<file path="src/rtl/memory_responder.sv">
// Memory-side responder for the MAR/MDR handshake: captures one request in IDLE,
// performs it after WAIT_CYCLES busy cycles, pulses MFC, then waits for memEn to drop.
//
// state   | meaning
// IDLE    | waiting for memEn; captures addr/memOp/wdata on acceptance
// BUSY    | counting down the programmed wait; access performed on leaving
// ACK     | MFC high for this single cycle
// RELEASE | holds until memEn is low so a stuck strobe cannot retrigger
module memory_responder #(
  parameter int ADDR_W      = 6,
  parameter int DATA_W      = 8,
  parameter int WAIT_CYCLES = 2
) (
  input  logic              clk,
  input  logic              reset,
  input  logic              memEn,
  input  logic              memOp,
  input  logic [ADDR_W-1:0] addr,
  input  logic [DATA_W-1:0] wdata,
  output logic [DATA_W-1:0] rdata,
  output logic              MFC,
  output logic              memBusy
);

  localparam int DEPTH = 2 ** ADDR_W;
  localparam logic [3:0] WAIT_INIT = 4'(WAIT_CYCLES);

  typedef enum logic [1:0] {
    IDLE    = 2'd0,
    BUSY    = 2'd1,
    ACK     = 2'd2,
    RELEASE = 2'd3
  } state_t;

  state_t            state_q, state_d;
  logic [3:0]        cnt_q, cnt_d;
  logic [ADDR_W-1:0] addr_q, addr_d;
  logic              op_q, op_d;
  logic [DATA_W-1:0] wdata_q, wdata_d;
  logic [DATA_W-1:0] rdata_q, rdata_d;
  logic              mem_we;

  // Storage is intentionally left without reset; contents are undefined until written.
  logic [DATA_W-1:0] mem [0:DEPTH-1];

  always_ff @(posedge clk or posedge reset) begin
    if (reset) begin
      state_q <= IDLE;
      cnt_q   <= '0;
      addr_q  <= '0;
      op_q    <= 1'b0;
      wdata_q <= '0;
      rdata_q <= '0;
    end else begin
      state_q <= state_d;
      cnt_q   <= cnt_d;
      addr_q  <= addr_d;
      op_q    <= op_d;
      wdata_q <= wdata_d;
      rdata_q <= rdata_d;
    end
  end

  // mem_we decodes from state, so an async reset in BUSY cancels a pending write.
  always_ff @(posedge clk) begin
    if (mem_we) begin
      mem[addr_q] <= wdata_q;
    end
  end

  always_comb begin
    state_d = state_q;
    cnt_d   = cnt_q;
    addr_d  = addr_q;
    op_d    = op_q;
    wdata_d = wdata_q;
    rdata_d = rdata_q;
    mem_we  = 1'b0;
    case (state_q)
      IDLE: begin
        if (memEn) begin
          addr_d  = addr;
          op_d    = memOp;
          wdata_d = wdata;
          cnt_d   = WAIT_INIT;
          state_d = BUSY;
        end
      end
      BUSY: begin
        if (cnt_q != 4'd0) begin
          cnt_d = cnt_q - 4'd1;
        end else begin
          state_d = ACK;
          if (op_q) begin
            rdata_d = mem[addr_q];
          end else begin
            mem_we = 1'b1;
          end
        end
      end
      ACK: begin
        state_d = RELEASE;
      end
      RELEASE: begin
        if (!memEn) begin
          state_d = IDLE;
        end
      end
      default: begin
        state_d = IDLE;
      end
    endcase
  end

  assign rdata   = rdata_q;
  assign MFC     = (state_q == ACK);
  assign memBusy = (state_q != IDLE);

endmodule

</file>
<file path="config.mk">
export PLATFORM = sky130hd
export DESIGN_NAME = memory_responder
export DESIGN_NICKNAME = d
export VERILOG_FILES = /design/src/rtl/memory_responder.sv
export SDC_FILE = /design/constraint.sdc
export NUM_CORES = 1
export LEC_CHECK = 0
export CAP_MARGIN = 20
export CORE_ASPECT_RATIO = 1.75
export CORE_MARGIN = 2
export CORE_UTILIZATION = 34
export CTS_BUF_LIST = sky130_fd_sc_hd__clkbuf_8
export CTS_CLUSTER_DIAMETER = 50
export DETAILED_ROUTE_END_ITERATION = 10
export HOLD_SLACK_MARGIN = 0.02
export PLACE_DENSITY = 0.49
export SYNTH_ARGS = -nofsm -noshare
export SYNTH_HDL_FRONTEND = slang
export SYNTH_SLANG_ARGS = --single-unit
</file>
<file path="constraint.sdc">
create_clock -name clk -period 3.1 [get_ports clk]
set_input_delay 0.93 -clock clk [delete_from_list [all_inputs] [get_ports clk]]
set_output_delay 0.93 -clock clk [all_outputs]
set_load 0.05 [all_outputs]
</file>
==> run summary <==
Counting cells, the worst reg-to-reg path comes to 8. The worst setup path is captured at a primary output. OpenSTA, run right after detailed placement, puts the worst setup slack at 0.375 ns. For the maximum clock path buffer count, the log shows 3. The proportion of register bits with asynchronous set or reset after synthesis works out to 5.36%. During I/O placement, the number of pins put on the boundary was 28. The analysis attributes to cell leakage a power of 8.27 nW. The overall die area came out at 64,500 um^2. Input and output buffers added on the ports amount to 27.

The logs give 2.17 ns for the required time reported for the critical path endpoint and 75.8% for the sequential element share of the synthesized area. The run gives 0 as the number of failing hold endpoints at the final stage. In the final timing run, aggregate negative setup slack is 0 ns.

In the finished design, the share of the clock period the worst path needs comes to 95.2%. The cell area that synthesis handed to floorplanning was 21,200 um^2. The chip width came out at 193 um. The slowest stage of the critical path is the clkdlybuf4s50_1 cell. The final routed wirelength across all metal layers is 62,300 um. The tools report the critical path launch point as rdata[4]$_DFFE_PP0P_. The global-route met3 utilization was 2.89%; the number of sinks driven by the clock tree was 541.

The initial antenna violation count is 2. The startpoint identified for the worst register-to-register timing path is state_q[1]$_DFFE_PP0P_. The met1 layer usage reported by global route is 23.2%, and the final critical-path setup slack is 0.150 ns.

The routed length per instance was 28.4 um. STA classifies the critical path startpoint as a register. The pre-antenna-repair detailed-routing pass consisted of 5 iterations. End point of the critical path: rdata[4]. The worst reg2reg path endpoint was mem[51][3]$_DFFE_PP_.

Measured along the y axis, the die boundary spans 335 um. Global routing consumed, on the met2 layer, 35.1% of the routing resources. Among all flip-flop cells after synthesis, the most frequent one is edfxtp_1.

After global routing, the most crowded layer is met2. Setup repair after global routing left no endpoint under its margin. In the final design database the tool counted 1,364 nets. The path class of the tightest hold or removal check is register to register.

Synthesis produced a netlist whose cell count is 1,149. For this configuration, the core starts out at a cell density of 34.2%. In this run, distinct cell masters in the synthesized netlist total 61. The register-to-register setup slack is 0.26 ns. The power per standard cell area was 929 nW/um^2; the remaining global-route overflow was 0. Walking the worst path, the cells encountered are clkdlybuf4s50_1. The run gives 925 as the number of DRC violations after detailed-routing iteration 0. The category of the most critical setup path was register to primary output.

The run gives 3 as the number of resized instances in the post-cts repair step. The logs give 66 for the maximum number of pins on one net before global-route repair and 89,600 um for the first-pass GRT wire length. The synthesized netlist net count is 1,174. The kind of cell with the highest combined delay along the critical path is buffers and inverters. Clock-pin slew was measured on the worst setup and hold paths at 0.06 ns. The wire-length estimate of the detail-placed layout is 41,200 um. In this run the number of H-tree levels came out at 3. For this run, the slowest stage of the critical path takes 0.88 ns. For the final database, setup skew stands at 0.0408 ns.

Number of filler cells placed in the layout: 5,661. The core region is 62,100 um^2. For the finished layout, the period the worst path requires is 2.95 ns. In the final layout, the share of cells above drive strength 1 is 26.0%. The number of global-route vias before repair was 12,400; the worst hold slack was 0.562 ns. Static timing analysis puts the maximum clock frequency at 0.339 GHz.

The total stage count of the critical path was 1. Post-CTS setup buffer count: 0. Once detail routing completed, the nets flagged for antenna violations numbered 0.

For the total clock buffers created by CTS, the log shows 80. The number of register bits inferred by synthesis works out to 541. The total via count in the routed design is 11,800.

The tools report the placer congestion estimate as 0.825. The max capacitance violation total came out at 0. The synthesized area divided by synthesized cell count is 18.5 um^2.

The run finished with clean final reports. Of all nets on the critical path, the largest fanout is 2. Area overhead of the layout relative to synthesis: 17.4%. The cts-stage hold buffer count is 0, and the share of the core filled with cells in the final layout is 40.2%. Dividing the detail-routed via count by the number of cells gives 5.39. The arrival time reported for the critical path endpoint is 2.02 ns. For the overall routing resource usage, the log shows 19.7%.

Setup violations remaining at the end of the flow were counted as 0. The cell at the root of the clock tree is clkbuf_8. The startpoint identified for the worst hold timing path is rdata[7]$_DFFE_PP0P_. For the pin with the worst max-slew slack, the measured transition is 0.868 ns. The clock latency of the later-clocked register in the worst-skew pair is 0.68 ns, and the normalized max-slew margin is 42.1%. The logs give 0 for the total number of yosys warnings and 0 for the count of final max-slew check failures. For the DRC violations left, the log shows 0. VDD sags by at most 1.28 mV. The count of buffer and inverter cells on the critical path is 1. Count of standard-cell rows: 121. Counting flops with a built-in enable in the synthesized netlist gives 512. For the total power after layout, the log shows 23.2 mW. TritonCTS built the clock tree.
==> power by group <==
group	internal, mW	leakage [nW]	switching [mW]
Clock	2.60	0.819	2.78
Combinational	2.87	2.50	4.86
Sequential	9.26	4.94	0.808
Total	14.7	8.27	8.45
==> kinds of logic (layout without fill, tap and decap cells) <==
| kind of cell | Yosys count | after routing | synth area share [%] |
|---|---|---|---|
| DFF | 541 | 541 | 75.8 |
| and+or+nand+nor | 184 | 184 | 4.02 |
| AOI/OAI and AO/OA | 180 | 180 | 6.36 |
| muxes | 155 | 155 | 11.5 |
| buffers and inverters | 82 | 331 | 1.90 |
| adders and majority gates | 7 | 7 | 0.412 |
| other | 0 | 1 | 0 |
==> flip-flops by register name (all words and copies together), names as in the netlist <==
signal   flops
rdata        8
op_q         1
cnt_q        4
addr_q       6
wdata_q      8
state_q      2
mem        512
==> synthesized netlist by cell type, types with 19 or more instances <==
library cell  count  share of area, %
a221oi_1         56               2.3
a22oi_1          27              0.95
buf_2            28              0.66
clkbuf_1         25              0.44
dfrtp_1          29               3.4
edfxtp_1        512                72
mux2_2           25               1.3
mux2i_1          58               2.7
mux4_2           68               7.2
nand2_1          33              0.58
nor2_1           85               1.5
o21ai_0          19              0.45
==> cell type report <==
| class | count | area [um^2] | area share [%] |
|---|---|---|---|
| Sequential cell | 541 | 16100 | 64.6 |
| Multi-Input combinational cell | 526 | 4740 | 19.0 |
| Timing Repair Buffer | 178 | 1600 | 6.41 |
| Clock buffer | 84 | 1160 | 4.64 |
| Tap cell | 799 | 1000 | 4.01 |
| Clock inverter | 57 | 278 | 1.11 |
| Inverter | 12 | 45.0 | 0.181 |
| Antenna cell | 1 | 2.50 | 0.0100 |
==> worst min path at each step <==
| stage | endpoint | slack, ns | cells after the start |
|---|---|---|---|
| floorplan | op_q$_DFFE_PP0P_ | 0.52 | 1 |
| global placement | rdata[7]$_DFFE_PP0P_ | 0.54 | 2 |
| detailed placement | rdata[7]$_DFFE_PP0P_ | 0.55 | 2 |
| CTS | rdata[7]$_DFFE_PP0P_ | 0.56 | 2 |
| global route | rdata[1]$_DFFE_PP0P_ | 0.57 | 1 |
| finish | rdata[7]$_DFFE_PP0P_ | 0.56 | 2 |
==> metal layers <==
layer	part of all wire [%]	wire length, um
met5	0	0
met4	4.2	2610
met3	4.4	2730
met2	53	33300
met1	38	23700
==> layout by cell type, fill, tap and decap left out, types with 7 or more instances in the layout <==
cell type	count
a21oi_1	17
a221oi_1	56
a22oi_1	27
buf_12	16
buf_4	135
clkbuf_8	84
clkdlybuf4s50_1	25
clkinv_1	17
dfrtp_1	18
dfrtp_2	8
edfxtp_1	512
ha_1	7
inv_1	37
mux2_2	25
mux2i_1	58
mux4_2	68
nand2_1	33
nand3_1	18
nor2_1	84
nor3_1	7
o21ai_0	19
o22ai_1	14
==> per-stage QoR <==
stage          area, um^2  instances
2_1_floorplan       21200       1149
3_3_place_gp        23500       2056
3_5_place_dp        23500       2056
4_1_cts             24900       2197
5_1_grt             24900       2198
6_report            24900       2198
No activity file was read; power rests on OpenSTA's default activity.
